==> src/rtl/uart_pkg.sv <==
// Shared UART definitions: frame state encoding and default bit-timing width.
package uart_pkg;

  localparam int UART_BIT_LENGTH_WIDTH = 16;

  // Frame states, one per bit slot on the line.
  typedef enum logic [3:0] {
    IDLE  = 4'd0,
    START = 4'd1,
    BIT0  = 4'd2,
    BIT1  = 4'd3,
    BIT2  = 4'd4,
    BIT3  = 4'd5,
    BIT4  = 4'd6,
    BIT5  = 4'd7,
    BIT6  = 4'd8,
    BIT7  = 4'd9,
    STOP  = 4'd10
  } uart_state_t;

  // Data-bit slots, where the line carries the shift register LSB.
  function automatic logic is_data_state(input uart_state_t s);
    return (s >= BIT0) && (s <= BIT7);
  endfunction

endpackage

==> src/rtl/sync_fifo.sv <==
// Single-clock FIFO with registered pointers/count and a fall-through head.
module sync_fifo #(
  parameter int WIDTH      = 8,
  parameter int DEPTH_LOG2 = 4
) (
  input  logic                  clock,
  input  logic                  reset_n,
  input  logic                  wr_en,
  input  logic [WIDTH-1:0]      wr_data,
  input  logic                  rd_en,
  output logic [WIDTH-1:0]      rd_data,
  output logic                  full,
  output logic                  empty,
  output logic [DEPTH_LOG2:0]   count
);

  localparam int                DEPTH     = 1 << DEPTH_LOG2;
  localparam logic [DEPTH_LOG2:0] DEPTH_CNT = (DEPTH_LOG2 + 1)'(DEPTH);

  logic [DEPTH-1:0][WIDTH-1:0] mem;
  logic [DEPTH_LOG2-1:0]       wr_ptr;
  logic [DEPTH_LOG2-1:0]       rd_ptr;
  logic                        wr_ok;
  logic                        rd_ok;

  // A write while full is dropped even if a pop happens on the same edge.
  always_comb begin
    full    = (count == DEPTH_CNT);
    empty   = (count == '0);
    wr_ok   = wr_en && !full;
    rd_ok   = rd_en && !empty;
    rd_data = mem[rd_ptr];
  end

  // Pointers wrap naturally at DEPTH; count tracks occupancy.
  always_ff @(posedge clock or negedge reset_n) begin
    if (!reset_n) begin
      wr_ptr <= '0;
      rd_ptr <= '0;
      count  <= '0;
    end else begin
      if (wr_ok) wr_ptr <= wr_ptr + 1'b1;
      if (rd_ok) rd_ptr <= rd_ptr + 1'b1;
      case ({wr_ok, rd_ok})
        2'b10:   count <= count + 1'b1;
        2'b01:   count <= count - 1'b1;
        default: count <= count;
      endcase
    end
  end

  // Storage needs no reset; emptiness is governed by the count.
  always_ff @(posedge clock) begin
    if (wr_ok) mem[wr_ptr] <= wr_data;
  end

endmodule

==> src/rtl/uart_tx.sv <==
// UART transmitter: 8N1 frames from a byte FIFO, programmable bit time.
module uart_tx
  import uart_pkg::*;
#(
  parameter int BIT_LENGTH_WIDTH = UART_BIT_LENGTH_WIDTH,
  parameter int FIFO_DEPTH_LOG2  = 4
) (
  input  logic                        clock,
  input  logic                        reset_n,
  input  logic [7:0]                  data,
  input  logic                        write_enable,
  input  logic [BIT_LENGTH_WIDTH-1:0] bit_length,
  output logic                        txd,
  output logic                        full,
  output logic                        busy
);

  uart_state_t                 state;
  logic [BIT_LENGTH_WIDTH-1:0] bit_cnt;
  logic [BIT_LENGTH_WIDTH-1:0] bit_len_q;
  logic [7:0]                  shreg;
  logic [7:0]                  fifo_head;
  logic                        fifo_empty;
  logic [FIFO_DEPTH_LOG2:0]    fifo_count;
  logic                        bit_end;
  logic                        pop;

  sync_fifo #(
    .WIDTH      (8),
    .DEPTH_LOG2 (FIFO_DEPTH_LOG2)
  ) u_fifo (
    .clock   (clock),
    .reset_n (reset_n),
    .wr_en   (write_enable),
    .wr_data (data),
    .rd_en   (pop),
    .rd_data (fifo_head),
    .full    (full),
    .empty   (fifo_empty),
    .count   (fifo_count)
  );

  // Pop when a new frame can start: from idle, or straight out of a stop bit.
  always_comb begin
    bit_end = (bit_cnt == bit_len_q);
    pop     = !fifo_empty && ((state == IDLE) || ((state == STOP) && bit_end));
    busy    = (state != IDLE) || (fifo_count != '0);
  end

  // Frame sequencer; txd is registered from the current state, so the line
  // trails the state by one clock uniformly across the whole frame.
  always_ff @(posedge clock or negedge reset_n) begin
    if (!reset_n) begin
      state     <= IDLE;
      bit_cnt   <= '0;
      bit_len_q <= '0;
      shreg     <= '0;
      txd       <= 1'b1;
    end else begin
      case (state)
        IDLE:    txd <= 1'b1;
        START:   txd <= 1'b0;
        STOP:    txd <= 1'b1;
        default: txd <= is_data_state(state) ? shreg[0] : 1'b1;
      endcase

      if (pop) begin
        state     <= START;
        shreg     <= fifo_head;
        bit_len_q <= bit_length;
        bit_cnt   <= '0;
      end else if (state != IDLE) begin
        if (bit_end) begin
          bit_cnt <= '0;
          case (state)
            START:   state <= BIT0;
            BIT7:    state <= STOP;
            STOP:    state <= IDLE;
            default: begin
              state <= uart_state_t'(state + 4'd1);
              shreg <= shreg >> 1;
            end
          endcase
        end else begin
          bit_cnt <= bit_cnt + 1'b1;
        end
      end
    end
  end

endmodule

==> config.mk <==
export PLATFORM = sky130hd
export DESIGN_NAME = uart_tx
export DESIGN_NICKNAME = d
export VERILOG_FILES = /design/src/rtl/uart_pkg.sv /design/src/rtl/sync_fifo.sv /design/src/rtl/uart_tx.sv
export SDC_FILE = /design/constraint.sdc
export NUM_CORES = 1
export LEC_CHECK = 0
export CAP_MARGIN = 25
export CORE_UTILIZATION = 61
export DETAILED_ROUTE_END_ITERATION = 6
export HOLD_SLACK_MARGIN = 0.15
export PLACE_DENSITY = 0.8
export SLEW_MARGIN = 10
export SYNTH_ARGS = -nofsm -noshare
export SYNTH_HDL_FRONTEND = slang
export SYNTH_SLANG_ARGS = --single-unit
export TNS_END_PERCENT = 1
==> constraint.sdc <==
create_clock -name clock -period 4.3 [get_ports clock]
set_clock_uncertainty 0.1 [all_clocks]
set_input_delay 0.86 -clock clock [delete_from_list [all_inputs] [get_ports clock]]
set_output_delay 0.86 -clock clock [all_outputs]
set_load 0.03 [all_outputs]
# --- After elaboration in Yosys (flattened, before gate mapping) ---
# Index checks and enable logic that the tools add are counted.
# Widths: inputs -> output; s select.
op_classes:
  addsub: 6
  order_cmp: 5
  n_eq_ne: 8
  muxes: 19
  n_reduce_logical: 21
op_table:
  columns: ["op", "count"]
  rows:
  - ["$bwmux 128", 1]
  - ["$mux 16", 3]
  - ["$mux 8", 6]
  - ["$bmux 8 s4", 1]
  - ["$demux 8 s4", 1]
  - ["$add 16x1->16 const B", 1]
  - ["$eq 16x16->1", 1]
  - ["$add 4x1->4 const B", 3]
  - ["$mux 4", 3]
  - ["$pmux 4 s3", 1]
  - ["$lt 4x5->1 const B", 2]
  - ["$pmux 5 s2", 1]
  - ["$eq 4x4->1 const B", 2]
  - ["$logic_and 1x1->1", 6]
  - ["$reduce_bool 2->1", 3]
  - ["$add 5x1->5 const B", 1]
  - ["$eq 5x5->1 const B", 1]
  - ["$logic_not 5->1", 1]
  - ["$reduce_bool 5->1", 1]
  - ["$sub 5x1->5 const B", 1]
  - ["$eq 4x1->1 const B", 1]
  - ["$ge 4x1->1 const B", 1]
  - ["$ge 4x2->1 const B", 1]
  - ["$le 4x4->1 const B", 1]
  - ["other kinds (13)", 15]
totals:
  reg_bits: 186
  in_bits: 27
  output_inout_bits: 3
  elab_cells: 83

# --- Longest topological paths before layout ---
# Gate-level depths: netlist (run 1).
depth:
  depth_word: 7
  depth_mapped: 16
  mapped_depth_nobuf: 14

# --- Hierarchy ---
# From an unflattened synthesis (run 1), not the netlist that was laid out.
hier_totals:
  cells_unflattened: 541
  hier_area_um2: 8285.4
by_module_without_submodules:
  columns: ["module", "instances", "cells_per_inst", "area_each_um2", "seq_area_each_um2"]
  rows:
  - ["sync_fifo", 1, 332, 5824.3, 4169.0]
  - ["uart_tx", 1, 209, 2461.1, 1127.3]

# --- Worst setup path before layout (run 1) ---
# No wires, ideal clock.
synth_timing:
  path_kind: "register to register"
  from: "register u_fifo.count[1]"
  to: "register u_fifo.count[4]"
  setup_time_ps: 80
  arrival_time_ps: 3021
  t_required_ps: 4120
  slack_ps: 1100
  stages_incl_launch_ff: 16
  path_buffers: 2
  synth_period_minus_slack_ps: 3200
  cell_sequence: "dfrtp_1 nor4_4 and2_1 buf_4 nor2_2 a22oi_4 inv_6 buf_6 ha_1 xor2_1 ha_1 o21ai_0 nand2b_1 a31oi_1 mux2i_1 xnor2_1"
synth_via:
  elab_chain_cells: 6
  elab_cells_between_ends: 13
  cone_classes: "add/sub: 2; eq/ne: 3; mux: 1; reduce/logical: 7"
synth_rtl:
  columns: ["element", "line", "rtl"]
  rows:
  - ["start: declaration", "sync_fifo.sv:14", "output logic [DEPTH_LOG2:0] count"]
  - ["start signal: assignment", "sync_fifo.sv:45", "2'b10: count <= count + 1'b1;"]
  - ["start signal: assignment", "sync_fifo.sv:46", "2'b01: count <= count - 1'b1;"]
  - ["start signal: assignment", "sync_fifo.sv:47", "default: count <= count;"]
  - ["$logic_not 5->1 (*)", "sync_fifo.sv:29", "empty = (count == '0);"]
  - ["$logic_not 1->1 (*)", "sync_fifo.sv:31, uart_tx.sv:46", null]
  - ["$logic_and 1x1->1", "uart_tx.sv:46", "pop = !fifo_empty && ((state == IDLE) || ((state == STOP) && bit_end));"]
  - ["$logic_and 1x1->1 (*)", "sync_fifo.sv:31", "rd_ok = rd_en && !empty;"]
  - ["named net u_fifo.rd_ok", "sync_fifo.sv:24", "logic rd_ok;"]
  - ["$eq 2x1->1 / $eq 2x2->1 (equally long branches)", "sync_fifo.sv:44", "case ({wr_ok, rd_ok})"]
  - ["$pmux 5 s2 / $reduce_bool 2->1 (equally long branches)", null, null]
# Mark *: on every way through the listed nets, which the timed path passes. The rest lies on a longest branch.
# A chain may end at the register's enable or synchronous reset.

# --- Worst setup path in the final report (run 1) ---
layout_timing:
  from: "register state[0]"
  to: "output busy"
layout_via:
  elab_chain_cells: 2
layout_rtl:
  columns: ["element", "line", "rtl"]
  rows:
  - ["start: declaration", "uart_tx.sv:18", "uart_state_t state;"]
  - ["start signal: assignment", "uart_tx.sv:80", "state <= uart_state_t'(state + 4'd1);"]
  - ["$reduce_bool 4->1", "uart_tx.sv:47", "busy = (state != IDLE) || (fifo_count != '0);"]
  - ["$logic_or 1x1->1", "uart_tx.sv:47", null]
  - ["end: declaration", "uart_tx.sv:15", "output logic busy"]
# No other way between the ends.

==> impl_metrics.toml, run 1 <==
[run_status]
status = "complete, no violations"

[layout]
syn_to_final_growth_pct = 13.6
fin_cells = 734
fill_cells = 756
antenna_cells = 0
nets = 590
drive_gt1_share_pct = 18.1

[run]
max-cap-violations = 0

[drt]
dr.pass1.iters = 4
vias = 4521
vias_per_cell = 6.16
antenna_left = 0
routed_wl_mm = 15.9
drt-initial-drc-count = 246
routedWlPerCell_um = 21.7
drc = 0

[yosys]
ys_ff_latch = 186
post_synth.cell_area_avg_um2 = 15.7
synthArstFlopShare_pct = 31.2
yosysSeqAreaShare_pct = 65.5
synth_top_area_share_pct = 47.5
yosysTopAreaCell = "edfxtp_1"
synthCells = 516
ys_types = 54
synth_ff_type = "edfxtp_1"
synth_warnings = 0
synth_nets = 557
synth_area_leaders = "edfxtp_1, dfrtp_1, mux4_2, xor2_1, ha_1"
syn_area_mm2 = 0.00809
synth_common_cells = "edfxtp_1, dfrtp_1, mux4_2"
yosysMostFrequentCell = "edfxtp_1"
synth_edf_count = 128

[die]
pin_count = 30
dieHeight_um = 117
initial_core_util_pct = 63.3
fp.coreArea_mm2 = 0.0128
dieArea_mm2 = 0.0137
die_x_um = 117
num_rows = 41

[global_routing]
antenna_found_initial = 0
first_global_vias = 4702
grt_use_total_pct = 26.3
grt_max_degree = 38
grt_pass1_wl_mm = 25.4
grt_overflow = 0

[worst_setup_path]
critPathMaxFanout = 14
worst_ep_required_time_ns = 3.34
cp-start-kind = "flop"
critPathKind = "reg -> out"
end_kind = "output pin"
crit_arrival_ns = 2.85

[clocking]
cts.sinks = 186
htreeDepth = 4
path_clk_slew_ns = 0.06
holdBufCountCts = 0
cts_tree = "yes"
cts_root_buffer = "clkbuf_16"
post_cts_buffers = 0
cts_buffer_depth = 2
ctsResizeCount = 0
cts_buffers = 17
clk_latency_ns = 0.43

[power]
p_sw_w = 0.00174
power.internal_w = 0.00395
pwr_density_cell_mw_per_mm2 = 620
p_clk_share_pct = 28.2
ir_worst_vdd_v = 0.000465
switching_share_pct = 30.6
power_frac_comb_pct = 26.5
pwr-share-seq_pct = 45.2
power_leakage_nw = 3.44

[timing]
period_minus_slack_ns = 3.81
period_share_pct = 88.7
worst_slew_margin_rel_pct = 31.4
slew_violations = 0
setup_tns_ns = 0
worst_pin_slew_ns = 1.03
setup_viol = 0
fmax_ghz = 0.262
report.final.hold_viol_count = 0
grt_setup_unrepaired = "no"

[place]
dp.cells = 700
dpl.hpwl_mm = 10.1
portBuffers = 29
gp_congestion = 0.809

[hold_path]
hold_path_class = "reg -> reg"
## critical path, cell delays in order (launching register included)
cell             delay [ns]
dfrtp_1                0.44
inv_1                  0.11
ha_1                   0.23
or3b_2                 0.62
nor2_1                 0.32
inv_1                  0.12
clkdlybuf4s50_1        0.61
## sequential cells by signal, indices dropped and copies added (netlist names)
| name | count |
|---|---|
| u_fifo.mem | 128 |
| bit_cnt | 16 |
| bit_len_q | 16 |
| shreg | 8 |
| u_fifo.count | 5 |
| state | 4 |
| u_fifo.rd_ptr | 4 |
| u_fifo.wr_ptr | 4 |
| txd | 1 |
## cells by family (layout without fill, tap and decap cells)
family          count (synthesis)  after routing  share of synthesized area [%]
flops                         186            186                           65.5
simple gates                  114            114                           7.39
compound gates                 61             61                           5.82
mux                            54             54                           12.4
buf+inv                        49             95                           2.58
xor+xnor                       38             38                           4.12
fa+ha+maj                      14             14                           2.17
## placed cells by master (no fill, tap or decap), types with 3 or more instances in the layout
| cell type | Yosys | final |
|---|---|---|
| edfxtp_1 | 128 | 128 |
| dfrtp_1 | 57 | 56 |
| mux4_2 | 33 | 33 |
| nor2_1 | 29 | 29 |
| xor2_1 | 29 | 29 |
| clkdlybuf4s50_1 | 0 | 28 |
| inv_1 | 22 | 22 |
| nand2_1 | 21 | 21 |
| nand3_1 | 18 | 18 |
| clkbuf_16 | 0 | 17 |
| ha_1 | 14 | 14 |
| mux2_2 | 10 | 10 |
| buf_4 | 1 | 10 |
| xnor2_1 | 9 | 9 |
| o21ai_0 | 8 | 8 |
| mux2_4 | 8 | 8 |
| a22o_1 | 7 | 7 |
| a221oi_1 | 7 | 7 |
| o221ai_1 | 7 | 7 |
| nor4_1 | 7 | 7 |
| a31oi_1 | 6 | 6 |
| a21oi_1 | 6 | 6 |
| nand4_1 | 6 | 6 |
| nor3_1 | 6 | 6 |
| o22a_1 | 4 | 4 |
| nor2b_1 | 4 | 4 |
| and2_1 | 4 | 4 |
| nand2b_1 | 4 | 4 |
| inv_6 | 1 | 4 |
| mux2i_1 | 3 | 3 |
| nor4b_1 | 3 | 3 |
| a311oi_1 | 3 | 3 |
| bufinv_16 | 0 | 3 |
| clkinv_2 | 0 | 3 |
| inv_8 | 0 | 3 |
## worst paths after layout
path                                 start              end  slack [ns]  depth (start not counted)
hold reg to reg            u_fifo.count[4]  u_fifo.count[4]        0.41                          1
min in group asynchronous          reset_n     bit_len_q[9]        0.43                          1
setup reg to reg           u_fifo.count[1]  u_fifo.count[4]        0.77                         13
max in group asynchronous          reset_n              txd        2.80                          2
hold / removal             u_fifo.count[4]  u_fifo.count[4]        0.41                          1
setup / recovery                  state[0]             busy        0.49                          6
## power by group through the flow
stage / clock network (W) / logic, W / registers (W)
after floorplan: 0 / 0.00126 / 0.00244
after global placement: 0 / 0.00143 / 0.00259
after detailed placement: 0 / 0.00148 / 0.00261
after CTS: 0.00164 / 0.00151 / 0.00258
after global routing: 0.00170 / 0.00166 / 0.00262
final: 0.00161 / 0.00151 / 0.00258
## layout make-up
cell class              count  area (um^2)  share of cell area, %
flip-flops and latches    186         5300                   57.7
multi-input cells         281         2580                   28.1
clock buffers              17          425                   4.63
repair buffers             40          388                   4.22
well taps                 172          215                   2.34
clock inverters            15          184                   2.00
inverters                  23         91.3                  0.995
## stage by stage
step	utilization [%]	instance area [um^2]	hold slack, ns	worst slack [ns]	total power, W
after floorplan	-	8090	0.367	1.10	0.00370
after global placement	66.9	8540	0.384	0.917	0.00402
after detailed placement	66.9	8540	0.393	0.802	0.00409
after CTS	71.6	9150	0.402	0.484	0.00573
after global routing	71.9	9180	0.414	0.350	0.00598
final	71.9	9180	0.405	0.486	0.00569
## routing by layer
metal | global-route usage [%] | part of all wire [%] | routed length, um
met1 | 33.6 | 40 | 6340
met3 | 6.44 | 5.2 | 820
met4 | 10.7 | 1.6 | 250
met5 | 0 | 0 | 0
met2 | 43.5 | 53 | 8480
Note: power is estimated with default switching activity, not from simulation.
==> run 2, diff against run 1 <==
Settings changed: ABC_CLOCK_PERIOD_IN_PS set to 4300, CAP_MARGIN 25 to 15, CORE_UTILIZATION 61 to 45, PLACE_DENSITY 0.8 to 0.62.
==> impl_metrics.toml, run 2 (same netlist as run 1, synthesis figures left out) <==
[place]
dpl.hpwl_mm = 10.3
place_ws_ns = 0.683
portBuffers = 29
placed_cell_area_mm2 = 0.00861
gp_congestion = 0.771

[drt]
drt-initial-drc-count = 308
vias = 4433
vias_per_cell = 5.64
dr.pass1.iters = 4
drc = 0
antenna_left = 0
routed_wl_mm = 15.5
routedWlPerCell_um = 19.7

[clocking]
cts_buffer_depth = 2
holdBufCountCts = 0
cts_root_buffer = "clkbuf_16"
post_cts_buffers = 0
ctsResizeCount = 0
path_clk_slew_ns = 0.08
cts.sinks = 186
htreeDepth = 4
cts_tree = "yes"
cts_buffers = 17
clk_latency_ns = 0.44

[timing]
period_minus_slack_ns = 3.82
grt_setup_unrepaired = "no"
setup_viol = 0
report.final.hold_viol_count = 0
setup_slack_ns = 0.477
setup_tns_ns = 0
worst_slew_margin_rel_pct = 29.1
slew_violations = 0
worst_pin_slew_ns = 1.06
period_share_pct = 88.9
fmax_ghz = 0.262

[layout]
top_register = "u_fifo.mem"
multi_input_area_mm2 = 0.00258
largestRegisters = "u_fifo.mem x128, bit_cnt x16, bit_len_q x16"
drive_gt1_share_pct = 18.0
final_cell_mix = "edfxtp_1, dfrtp_1, mux4_2"
syn_to_final_growth_pct = 14.2
ff_latch_area_mm2 = 0.00530
antenna_cells = 0
final_common_cell = "edfxtp_1"
fill_cells = 1438
finish.instance_area_mm2 = 0.00924
nets = 589
largest_reg_flops = 128

[die]
pin_count = 30
dieHeight_um = 136
num_rows = 48
initial_core_util_pct = 46.4
fp.coreArea_mm2 = 0.0174
dieArea_mm2 = 0.0185
die_x_um = 136

[power]
power_leakage_nw = 3.43
pwr_density_cell_mw_per_mm2 = 618
p_total_w = 0.00571
ir_worst_vdd_v = 0.000367

[global_routing]
grt_pass1_wl_mm = 25.1
grt_use_total_pct = 18.4
grt_overflow = 0
antenna_found_initial = 0
first_global_vias = 4556
grt_max_degree = 32

[worst_setup_path]
r2r_start = "u_fifo.count[1]"
r2r_cells = 13
cp-start-kind = "flop"
crit_arrival_ns = 2.86
r2r-end = "u_fifo.count[4]"
critPathKind = "reg -> out"
worst_ep_required_time_ns = 3.34
end_kind = "output pin"
rrSetupSlack_ns = 0.65
critPathMaxFanout = 14

[run_status]
status = "complete, no violations"

[hold_path]
hold_path_class = "in -> async"

[run]
max-cap-violations = 0
==> run 2: changes by cell type in the layout (fill, tap and decap cells not counted), sizes merged <==
| cell | change |
|---|---|
| clkinv | +1 |
| buf | -1 |
| clkinvlp | -2 |
| clkbuf | +1 |
| inv | +1 |
| bufinv | -1 |
==> run 2: metal layers <==
layer | vias up | global-route usage (%) | wire, um
met5 | - | 0 | 0
li1 | 2050 | - | -
met2 | 81 | 29.8 | 7730
met1 | 2285 | 24.3 | 7000
met3 | 17 | 4.44 | 582
met4 | 0 | 6.48 | 206
==> run 2: power by group <==
| part | leakage (nW) | switching, W | internal, W |
|---|---|---|---|
| registers | 1.86 | 0.000304 | 0.00225 |
| clock network | 0.305 | 0.000751 | 0.000895 |
| logic | 1.27 | 0.000738 | 0.000769 |
==> run 2: final cells by class <==
class | instances | share of cell area (%)
timing repair buffer | 39 | 3.90
tap | 225 | 3.05
clock inverter | 14 | 2.10
sequential | 186 | 57.4
multi-input combinational | 281 | 28.0
clock buffer | 18 | 4.65
inverter | 23 | 0.989
==> run 2: worst max-delay path: stages, from the launching register on <==
cell,delay [ns]
dfrtp_1,0.43
inv_1,0.14
ha_1,0.24
or3b_2,0.62
nor2_1,0.31
inv_1,0.10
clkdlybuf4s50_1,0.60
==> run 2: how the worst max path moves through the flow <==
stage,start,to,slack [ns],depth (start not counted)
global route,state[1],busy,0.33,6
global placement,u_fifo.count[1],u_fifo.count[4],0.86,13
finish,state[1],busy,0.48,6
CTS,state[1],busy,0.47,6
floorplan,u_fifo.count[1],u_fifo.count[4],1.10,15
detailed placement,u_fifo.count[1],u_fifo.count[4],0.68,13
==> run 2: through the flow <==
step                std cells  hold WS, ns  util (%)
global placement          754        0.384      49.5
global route              786        0.406      53.0
CTS                       786        0.385      53.0
floorplan                 516        0.367         -
detailed placement        754        0.390      49.5
finish                    786        0.366      53.0
==> run 3, diff against run 2 <==
Settings changed: ABC_AREA set to 1, ABC_CLOCK_PERIOD_IN_PS 4300 to 3400, PLACE_DENSITY 0.62 to 0.64.
Clock period 4.3 ns to 3.4 ns, I/O delays scaled along.
==> impl_metrics.toml, run 3 <==
[run]
max-cap-violations = 0

[layout]
nets = 1016
finish.instance_area_mm2 = 0.00982
multi_input_area_mm2 = 0.00274
largestRegisters = "u_fifo.mem x128, bit_cnt x16, bit_len_q x16"
final_common_cell = "nand2_1"
largest_reg_flops = 128
ff_latch_area_mm2 = 0.00530
drive_gt1_share_pct = 8.30
syn_to_final_growth_pct = 13.3
top_register = "u_fifo.mem"
antenna_cells = 0
fill_cells = 1713
final_cell_mix = "nand2_1, edfxtp_1, nand3_1"

[drt]
drc = 0
vias_per_cell = 5.02
routed_wl_mm = 18.4
routedWlPerCell_um = 15.1
dr.pass1.iters = 5
wl_met2_mm = 8.97
vias = 6131
antenna_left = 0
routed.top_layer = "met4"
drt-initial-drc-count = 424
met1_length_mm = 8.40
wl_met3_um = 815

[run_status]
status = "complete, no violations"

[timing]
period_minus_slack_ns = 3.20
hold-worst-slack_ns = 0.313
period_share_pct = 94.0
report.final.hold_viol_count = 0
worst_slew_margin_rel_pct = 48.6
setup_slack_ns = 0.204
fmax_ghz = 0.313
setup_tns_ns = 0
worst_pin_slew_ns = 0.771
setup_viol = 0
grt_setup_unrepaired = "no"
slew_violations = 0

[clocking]
cts_buffer_depth = 2
ctsResizeCount = 0
cts_buffers = 17
cts.sinks = 186
clk_latency_ns = 0.43
htreeDepth = 4
post_cts_buffers = 0
holdBufCountCts = 0
cts_root_buffer = "clkbuf_16"
path_clk_slew_ns = 0.07
cts_tree = "yes"

[power]
pwr_density_cell_mw_per_mm2 = 766
power_frac_comb_pct = 32.6
pwr-share-seq_pct = 41.3
power.internal_w = 0.00470
ir_worst_vdd_v = 0.000407
p_clk_share_pct = 26.1
p_sw_w = 0.00282
switching_share_pct = 37.5
p_total_w = 0.00752
power_leakage_nw = 4.29

[yosys]
yosysMostFrequentCell = "nand2_1"
synth_warnings = 0
synth_edf_count = 128
synth_top_area_share_pct = 44.4
ys_types = 35
synth_common_cells = "nand2_1, edfxtp_1, nand3_1"
syn_area_mm2 = 0.00866
yosysTopAreaCell = "edfxtp_1"
synth_area_leaders = "edfxtp_1, dfrtp_1, nand2_1, nand3_1, inv_1"
synthCells = 937
synth_ff_type = "edfxtp_1"
synth_nets = 978
synthArstFlopShare_pct = 31.2
post_synth.cell_area_avg_um2 = 9.25
ys_ff_latch = 186
yosysSeqAreaShare_pct = 61.1

[die]
dieArea_mm2 = 0.0198
dieHeight_um = 141
die_x_um = 141
num_rows = 50
initial_core_util_pct = 46.2
fp.coreArea_mm2 = 0.0188
pin_count = 30

[worst_setup_path]
cp-start-kind = "flop"
worst_ep_required_time_ns = 2.62
end_kind = "output pin"
critPathMaxFanout = 13
critPathKind = "reg -> out"
crit_arrival_ns = 2.42

[hold_path]
hold_path_class = "in -> async"

[global_routing]
grt_use_total_pct = 19.9
first_global_vias = 5677
antenna_found_initial = 0
grt_overflow = 0
grt_max_degree = 59
grt_pass1_wl_mm = 29.8

[place]
placed_cell_area_mm2 = 0.00923
place_ws_ns = 0.496
gp_congestion = 0.849
portBuffers = 29
dpl.hpwl_mm = 12.0
-- run 3: cell count changes after synthesis, sizes merged, moves of 6 or more --
cell and change:
mux2 -18, o21ai +25, a22o -7, a221oi -7, xnor2 -6, nor2 +29
nand3 +90, xor2 -16, nor4 -7, nand2 +322, mux4 -33, o221ai -7
or2 +6, inv +91
-- run 3: worst paths after layout --
check	start	to	slack, ns	depth (start not counted)
min reg2reg	shreg[3]	shreg[3]	0.38	2
max	state[0]	busy	0.20	8
min in group clock	shreg[3]	shreg[3]	0.38	2
min	reset_n	u_fifo.wr_ptr[0]	0.31	2
max in group asynchronous	reset_n	u_fifo.rd_ptr[0]	2.34	2
max reg2reg	state[0]	u_fifo.count[4]	0.48	21
-- run 3: layer usage --
| metal | vias up | global-route usage (%) |
|---|---|---|
| li1 | 3076 | - |
| met1 | 2926 | 26.4 |
| met2 | 112 | 33.1 |
| met3 | 17 | 4.28 |
| met4 | 0 | 5.26 |
| met5 | - | 0 |
-- run 3: power groups by stage --
stage / registers (W) / clock network (W) / logic [W]
after floorplan: 0.00307 / 0 / 0.00181
after global placement: 0.00314 / 0 / 0.00243
after detailed placement: 0.00314 / 0 / 0.00248
after CTS: 0.00310 / 0.00200 / 0.00249
after global routing: 0.00316 / 0.00209 / 0.00281
final: 0.00311 / 0.00197 / 0.00245
-- run 3: final cells by class --
cell class	count	area share [%]
clock buffer	18	4.37
clock inverter	14	1.62
inverter	117	4.50
multi-input combinational	603	27.9
sequential	186	54.0
tap	234	2.98
timing repair buffer	50	4.64
-- run 3: cells by family (layout without fill, tap and decap cells) --
logic type,after synthesis,in the layout,synth area share (%)
simple gates,529,529,25.4
flops,186,186,61.1
buf+inv,148,199,7.19
compound gates,44,44,2.66
xor+xnor,16,16,1.62
fa+ha+maj,14,14,2.02
-- run 3: per-stage QoR --
step / util [%] / std cells
after global placement: 49.2 / 1190
after CTS: 52.3 / 1222
after detailed placement: 49.2 / 1190
after global routing: 52.3 / 1222
final: 52.3 / 1222
after floorplan: - / 937
-- run 3: worst max-delay path, stage by stage (launching register included) --
cell,delay [ns]
dfrtp_1,0.44
inv_1,0.09
ha_1,0.20
nand2_1,0.08
nor2_1,0.05
inv_2,0.11
nor2_2,0.08
inv_2,0.21
clkdlybuf4s50_1,0.72
